--- src/rtl/st7735_pkg.sv ---
// ST7735 command codes and the decoder state type used by the SPI receive path.
package st7735_pkg;

  localparam logic [7:0] CMD_NOP     = 8'h00;
  localparam logic [7:0] CMD_SWRESET = 8'h01;
  localparam logic [7:0] CMD_DISPOFF = 8'h28;
  localparam logic [7:0] CMD_DISPON  = 8'h29;
  localparam logic [7:0] CMD_CASET   = 8'h2A;
  localparam logic [7:0] CMD_RASET   = 8'h2B;
  localparam logic [7:0] CMD_RAMWR   = 8'h2C;

  typedef enum logic [2:0] {
    IDLE,
    CASET,
    RASET,
    RAMWR,
    SKIP
  } dec_state_t;

  // Every command byte picks the state that interprets the data bytes after it.
  function automatic dec_state_t decode_cmd(input logic [7:0] cmd);
    case (cmd)
      CMD_CASET: return CASET;
      CMD_RASET: return RASET;
      CMD_RAMWR: return RAMWR;
      CMD_NOP:   return IDLE;
      default:   return SKIP;
    endcase
  endfunction

endpackage

--- src/rtl/spi_bit_sync.sv ---
// Single-bit multi-flop synchronizer with a selectable reset value.
module spi_bit_sync #(
  parameter int   STAGES  = 2,
  parameter logic RST_VAL = 1'b0
) (
  input  logic clk,
  input  logic rst,
  input  logic d,
  output logic q
);

  logic [STAGES-1:0] sr;

  always_ff @(posedge clk) begin
    if (rst) sr <= {STAGES{RST_VAL}};
    else     sr <= {sr[STAGES-2:0], d};
  end

  assign q = sr[STAGES-1];

endmodule

--- src/rtl/st7735_spi_rx.sv ---
// ST7735 SPI write-side receiver: oversamples the SPI pins on mco and decodes
// commands, RASET start row and RAMWR RGB565 pixels into one-cycle strobes.
module st7735_spi_rx
  import st7735_pkg::*;
#(
  parameter int SYNC_STAGES = 2,
  parameter int MAX_ROW     = 271
) (
  input  logic        mco,
  input  logic        rst,
  input  logic        i_spi_clk,
  input  logic        i_spi_cs,
  input  logic        i_spi_mosi,
  input  logic        i_dc,
  output logic [7:0]  o_inst_data,
  output logic        o_inst_en_pls,
  output logic [15:0] o_pixel_data,
  output logic        o_pixel_en_pls,
  output logic [15:0] o_row_addr,
  output logic        o_row_addr_en_pls
);

  localparam logic [15:0] MAX_ROW_W = 16'(MAX_ROW);

  logic sck_s, cs_s, mosi_s, dc_s;

  spi_bit_sync #(.STAGES(SYNC_STAGES), .RST_VAL(1'b0)) u_sync_sck (
    .clk(mco), .rst(rst), .d(i_spi_clk), .q(sck_s));
  spi_bit_sync #(.STAGES(SYNC_STAGES), .RST_VAL(1'b1)) u_sync_cs (
    .clk(mco), .rst(rst), .d(i_spi_cs), .q(cs_s));
  spi_bit_sync #(.STAGES(SYNC_STAGES), .RST_VAL(1'b0)) u_sync_mosi (
    .clk(mco), .rst(rst), .d(i_spi_mosi), .q(mosi_s));
  spi_bit_sync #(.STAGES(SYNC_STAGES), .RST_VAL(1'b0)) u_sync_dc (
    .clk(mco), .rst(rst), .d(i_dc), .q(dc_s));

  // Byte assembly; shreg holds the finished byte while byte_vld is high.
  logic       sck_d, byte_vld, byte_dc;
  logic [2:0] bit_cnt;
  logic [7:0] shreg;
  logic       sck_rise;

  assign sck_rise = sck_s & ~sck_d;

  always_ff @(posedge mco) begin
    if (rst) begin
      sck_d    <= 1'b0;
      bit_cnt  <= 3'd0;
      shreg    <= 8'd0;
      byte_vld <= 1'b0;
      byte_dc  <= 1'b0;
    end else begin
      sck_d    <= sck_s;
      byte_vld <= 1'b0;
      if (cs_s) begin
        bit_cnt <= 3'd0;
      end else if (sck_rise) begin
        shreg   <= {shreg[6:0], mosi_s};
        bit_cnt <= bit_cnt + 3'd1;
        if (bit_cnt == 3'd7) begin
          byte_vld <= 1'b1;
          byte_dc  <= dc_s;
        end
      end
    end
  end

  // Decoder: state register plus registered outputs.
  dec_state_t  state, state_nx;
  logic [1:0]  idx, idx_nx;
  logic [7:0]  hold, hold_nx;
  logic [7:0]  inst_nx;
  logic [15:0] pix_nx, row_nx, row_val;
  logic        inst_en_nx, pix_en_nx, row_en_nx;

  assign row_val = {hold, shreg};

  always_comb begin
    state_nx   = state;
    idx_nx     = idx;
    hold_nx    = hold;
    inst_nx    = o_inst_data;
    pix_nx     = o_pixel_data;
    row_nx     = o_row_addr;
    inst_en_nx = 1'b0;
    pix_en_nx  = 1'b0;
    row_en_nx  = 1'b0;
    if (byte_vld) begin
      if (!byte_dc) begin
        inst_nx    = shreg;
        inst_en_nx = 1'b1;
        state_nx   = decode_cmd(shreg);
        idx_nx     = 2'd0;
      end else begin
        case (state)
          CASET: begin
            idx_nx = idx + 2'd1;
            if (idx == 2'd3) state_nx = SKIP;
          end
          RASET: begin
            if (idx == 2'd0) hold_nx = shreg;
            if (idx == 2'd1) begin
              row_nx    = (row_val > MAX_ROW_W) ? MAX_ROW_W : row_val;
              row_en_nx = 1'b1;
            end
            idx_nx = idx + 2'd1;
            if (idx == 2'd3) state_nx = SKIP;
          end
          RAMWR: begin
            if (!idx[0]) begin
              hold_nx = shreg;
              idx_nx  = 2'd1;
            end else begin
              pix_nx    = {hold, shreg};
              pix_en_nx = 1'b1;
              idx_nx    = 2'd0;
            end
          end
          default: ;
        endcase
      end
    end else if (cs_s && state == RAMWR) begin
      idx_nx = 2'd0;  // frame ended: forget a held pixel high byte
    end
  end

  always_ff @(posedge mco) begin
    if (rst) begin
      state             <= IDLE;
      idx               <= 2'd0;
      hold              <= 8'd0;
      o_inst_data       <= 8'd0;
      o_inst_en_pls     <= 1'b0;
      o_pixel_data      <= 16'd0;
      o_pixel_en_pls    <= 1'b0;
      o_row_addr        <= 16'd0;
      o_row_addr_en_pls <= 1'b0;
    end else begin
      state             <= state_nx;
      idx               <= idx_nx;
      hold              <= hold_nx;
      o_inst_data       <= inst_nx;
      o_inst_en_pls     <= inst_en_nx;
      o_pixel_data      <= pix_nx;
      o_pixel_en_pls    <= pix_en_nx;
      o_row_addr        <= row_nx;
      o_row_addr_en_pls <= row_en_nx;
    end
  end

endmodule

--- config.mk ---
export PLATFORM = sky130hd
export DESIGN_NAME = st7735_spi_rx
export DESIGN_NICKNAME = d
export VERILOG_FILES = /design/src/rtl/st7735_pkg.sv /design/src/rtl/spi_bit_sync.sv /design/src/rtl/st7735_spi_rx.sv
export SDC_FILE = /design/constraint.sdc
export NUM_CORES = 1
export LEC_CHECK = 0
export CELL_PAD_IN_SITES_DETAIL_PLACEMENT = 1
export CELL_PAD_IN_SITES_GLOBAL_PLACEMENT = 2
export CORE_MARGIN = 8
export CORE_UTILIZATION = 33
export CTS_CLUSTER_SIZE = 28
export DETAILED_ROUTE_END_ITERATION = 8
export GPL_TIMING_DRIVEN = 1
export PLACE_DENSITY = 0.75
export SLEW_MARGIN = 20
export SYNTH_ARGS = -nofsm -noshare
export SYNTH_HDL_FRONTEND = slang
export SYNTH_SLANG_ARGS = --single-unit
--- constraint.sdc ---
create_clock -name mco -period 1.7 [get_ports mco]
set_input_delay 0.17 -clock mco [delete_from_list [all_inputs] [get_ports mco]]
set_output_delay 0.17 -clock mco [all_outputs]
set_load 0.05 [all_outputs]
==> run_results.csv <==
group,metric,value,unit
run_status,status,"finished, final reports clean",
route,drt_wl_total,7.144,mm
grt,antenna_found_initial,0,
clocking,numCtsBuffers,9,
logic_synthesis,synth_flop_cell,"dfxtp_1",
worst_setup_path,r2r_start,"state[1]$_SDFFE_PP0P_",
route,drt-initial-drc-count,60,
grt,grt_pass1_wl,11.87,mm
layout,instances_no_fill,457,
sta,setup_violations,0,
logic_synthesis,ys_seq_area_share,53.33,%
logic_synthesis,synth_area_leaders,"dfxtp_1 53%, mux2i_1 12%, nor2_1 5.0%",
sta,hold_viol_final,0,
floorplanning,start_util,33.74,%
logic_synthesis,async_flop_share,0,%
worst_setup_path,slowest_delay,800,ps
route,ant_nets,0,
clocking,cts_sinks,78,
clocking,clock-root-buffer,"clkbuf_8",
sta,min_period_over_period,97.35,%
logic_synthesis,synthTopCellsByCount,"78 x dfxtp_1, 39 x nor2_1, 36 x mux2i_1, 22 x nand2_1",
logic_synthesis,synthesis.nets,300,
sta,rsz0062_at_grt,"false",
worst_setup_path,critPathMaxFanout,2,
sta,max_slew_margin,65.51,%
layout,drive_above_1_share,21.20,%
route,viasPerCell,4.821,
hold_path,hp-class,"primary input to register",
layout,utilization,43.24,%
power_and_ir_drop,ir_drop,0.0004221,V
worst_setup_path,cp.required,1530,ps
grt,track_usage,12.43,%
worst_setup_path,cp.arrival,1480,ps
hold_path,holdPathStages,2,
sta,finClkSkew,12.83,ps
logic_synthesis,synth_cells,289,
logic_synthesis,ys_ff_latch,78,
run,maxCapViolCount,0,
floorplanning,io_pins,49,
clocking,clk_path_buf_depth,2,
place,dpl.hpwl,5.055,mm
route,wl_per_cell,15.63,um
worst_setup_path,crit_slowest_cell,"clkdlybuf4s50_1",
logic_synthesis,avgSynthCellArea,10.13,um2
place,dpl-instance-area,3503,um2
logic_synthesis,synth_edf_count,0,
sta,min_period,1655,ps
grt,use_met3,3.721,%
worst_setup_path,r2r_cells,4,
worst_setup_path,critPathBufInv,1,
grt,grtUsageMet2,20.46,%
layout,area_growth_syn_to_layout,28.16,%
power_and_ir_drop,leakagePower,1.642,nW
worst_setup_path,path_cells,"clkdlybuf4s50_1",
clocking,post_cts_buffers,0,
place,placedCellCount,441,
floorplanning,die_area,12140,um2
worst_setup_path,crit_path_start_kind,"register",
logic_synthesis,synthDistinctLibCells,42,
hold_path,min_from,"rst",
place,io_buffer_count,48,
grt,grt_busiest_layer,"met2",
clocking,cts_tree,"done",
layout,final_nets,355,
worst_setup_path,crit_family,"buffers and inverters",
hold_path,hold-path-endpoint,"idx[1]$_SDFFE_PP0P_",
route,drc,0,
floorplanning,die_h,110.2,um
layout,final_design_area_no_fill,3752,um2
grt,grt.overflow.total,0,
worst_setup_path,r2r-end,"o_row_addr[1]$_SDFFE_PP0P_",
route,drt-pass1-iter-count,4,
floorplanning,core,8678,um2
place,gp_congestion,0.7494,
clocking,clkTransAtPathRegs,90,ps
logic_synthesis,synth.most_common_cell,"dfxtp_1",
clocking,clk_latency,350,ps
sta,tightest_slew,516.4,ps
worst_setup_path,crit_path_end_kind,"output port",
worst_setup_path,reg2reg_slack,130,ps
grt,met1_usage,15.04,%
logic_synthesis,synth_area,2928,um2
floorplanning,fp-row-count,34,
route,dr_total_vias,2203,
power_and_ir_drop,finalPower,3.487,mW
grt,grt_max_degree,33,
logic_synthesis,yosysTopAreaCell,"dfxtp_1",
grt,grt_pass1_vias,2382,
power_and_ir_drop,power_density,929.2,nW/um2
sta,fmax,604.3,MHz
logic_synthesis,synth_top_area_share,53.33,%
logic_synthesis,yosys_warnings,0,
clocking,h-tree-depth,3,
floorplanning,die_w,110.2,um
sta,fin_tns_setup,0,ps
worst_setup_path,path_class,"register to output port",
sta,slew_viol_final,0,
clocking,hold_buffers,0,
layout,diodes,0,
-- area by class of cell --
class,count,area (um2)
clock buffer,10,137.6
clock inverter,6,92.59
fill,997,4926
inverter,5,18.77
multi-input combinational,185,1247
sequential,78,1562
tap,108,135.1
timing repair buffer,65,559.3
-- kinds of logic (layout without fill, tap and decap cells) --
kind of cell	count (synthesis)	count (layout)	synth area share (%)
and+or+nand+nor	111	111	19.66
adders and majority gates	5	5	2.137
muxes	36	36	12.31
AOI/OAI and AO/OA	31	31	7.906
buffers and inverters	26	86	4.060
DFF	78	78	53.33
xor gates and xnor gates	2	2	0.5984
-- per-layer routing --
metal  vias up  routed length [um]
li1       1093                   -
met4         0                  87
met5         -                   0
met3        10                 324
met1      1065                3291
met2        35                3441
-- metrics by stage --
stage | setup slack [ps] | hold slack [ps]
finish | 45.09 | 171.1
global route | 5.740 | 194.6
CTS | 4.393 | 158.3
detailed placement | 139.0 | 400.5
global placement | 153.2 | 396.2
floorplan | 203.7 | 273.8
-- state kept, by name (all words and copies together) (netlist names) --
signal / cells
bit_cnt: 3
byte_dc: 1
byte_vld: 1
hold: 8
idx: 2
o_inst_data: 8
o_inst_en_pls: 1
o_pixel_data: 16
o_pixel_en_pls: 1
o_row_addr: 16
o_row_addr_en_pls: 1
sck_d: 1
shreg: 8
state: 3
u_sync_cs.sr: 2
u_sync_dc.sr: 2
u_sync_mosi.sr: 2
u_sync_sck.sr: 2
-- how the worst max path moves through the flow --
stage                                             from                            end  slack, ps  cells after the start
after CTS                 o_pixel_data[9]$_SDFFE_PP0P_                o_pixel_data[9]          4                      1
after global placement            hold[4]$_SDFFE_PP0P_     o_row_addr[3]$_SDFFE_PP0P_        150                      4
after floorplan                  state[1]$_SDFFE_PP0P_  o_pixel_data[15]$_SDFFE_PP0P_        200                      6
after global routing      o_row_addr_en_pls$_SDFF_PP0_              o_row_addr_en_pls          6                      1
after detailed placement         state[1]$_SDFFE_PP0P_     o_row_addr[3]$_SDFFE_PP0P_        140                      4
final                      o_row_addr[11]$_SDFFE_PP0P_                 o_row_addr[11]         50                      1
-- placed cells by master (no fill, tap or decap), types with 3 or more instances in the layout --
| cell | netlist | final |
|---|---|---|
| nor2b_1 | 11 | 11 |
| nor2_1 | 39 | 39 |
| clkbuf_8 | 0 | 10 |
| nor3_1 | 9 | 9 |
| and3_1 | 9 | 9 |
| clkdlybuf4s50_1 | 0 | 8 |
| inv_1 | 5 | 5 |
| o21ai_0 | 3 | 3 |
| nand3_1 | 5 | 5 |
| dfxtp_1 | 78 | 78 |
| buf_4 | 1 | 46 |
| a21oi_1 | 11 | 11 |
| a22o_1 | 4 | 4 |
| nand2b_1 | 3 | 3 |
| o221a_2 | 4 | 4 |
| nand2_1 | 22 | 22 |
| ha_1 | 5 | 5 |
| mux2i_1 | 36 | 36 |
| dlymetal6s2s_1 | 0 | 8 |
-- where the power goes --
part | internal [mW] | switching, mW
combinational | 0.0216 | 0.0367
clock | 0.877 | 0.712
sequential | 1.83 | 0.00399
total | 2.73 | 0.753
-- what timing repair did --
item | 4_1_cts | 5_1_grt
endpoints found under the setup margin | 1 | 9
pin swaps | 0 | 1
hold endpoints to repair | 0 | 0
resized for setup | 1 | 8
No activity file was read; power rests on OpenSTA's default activity.
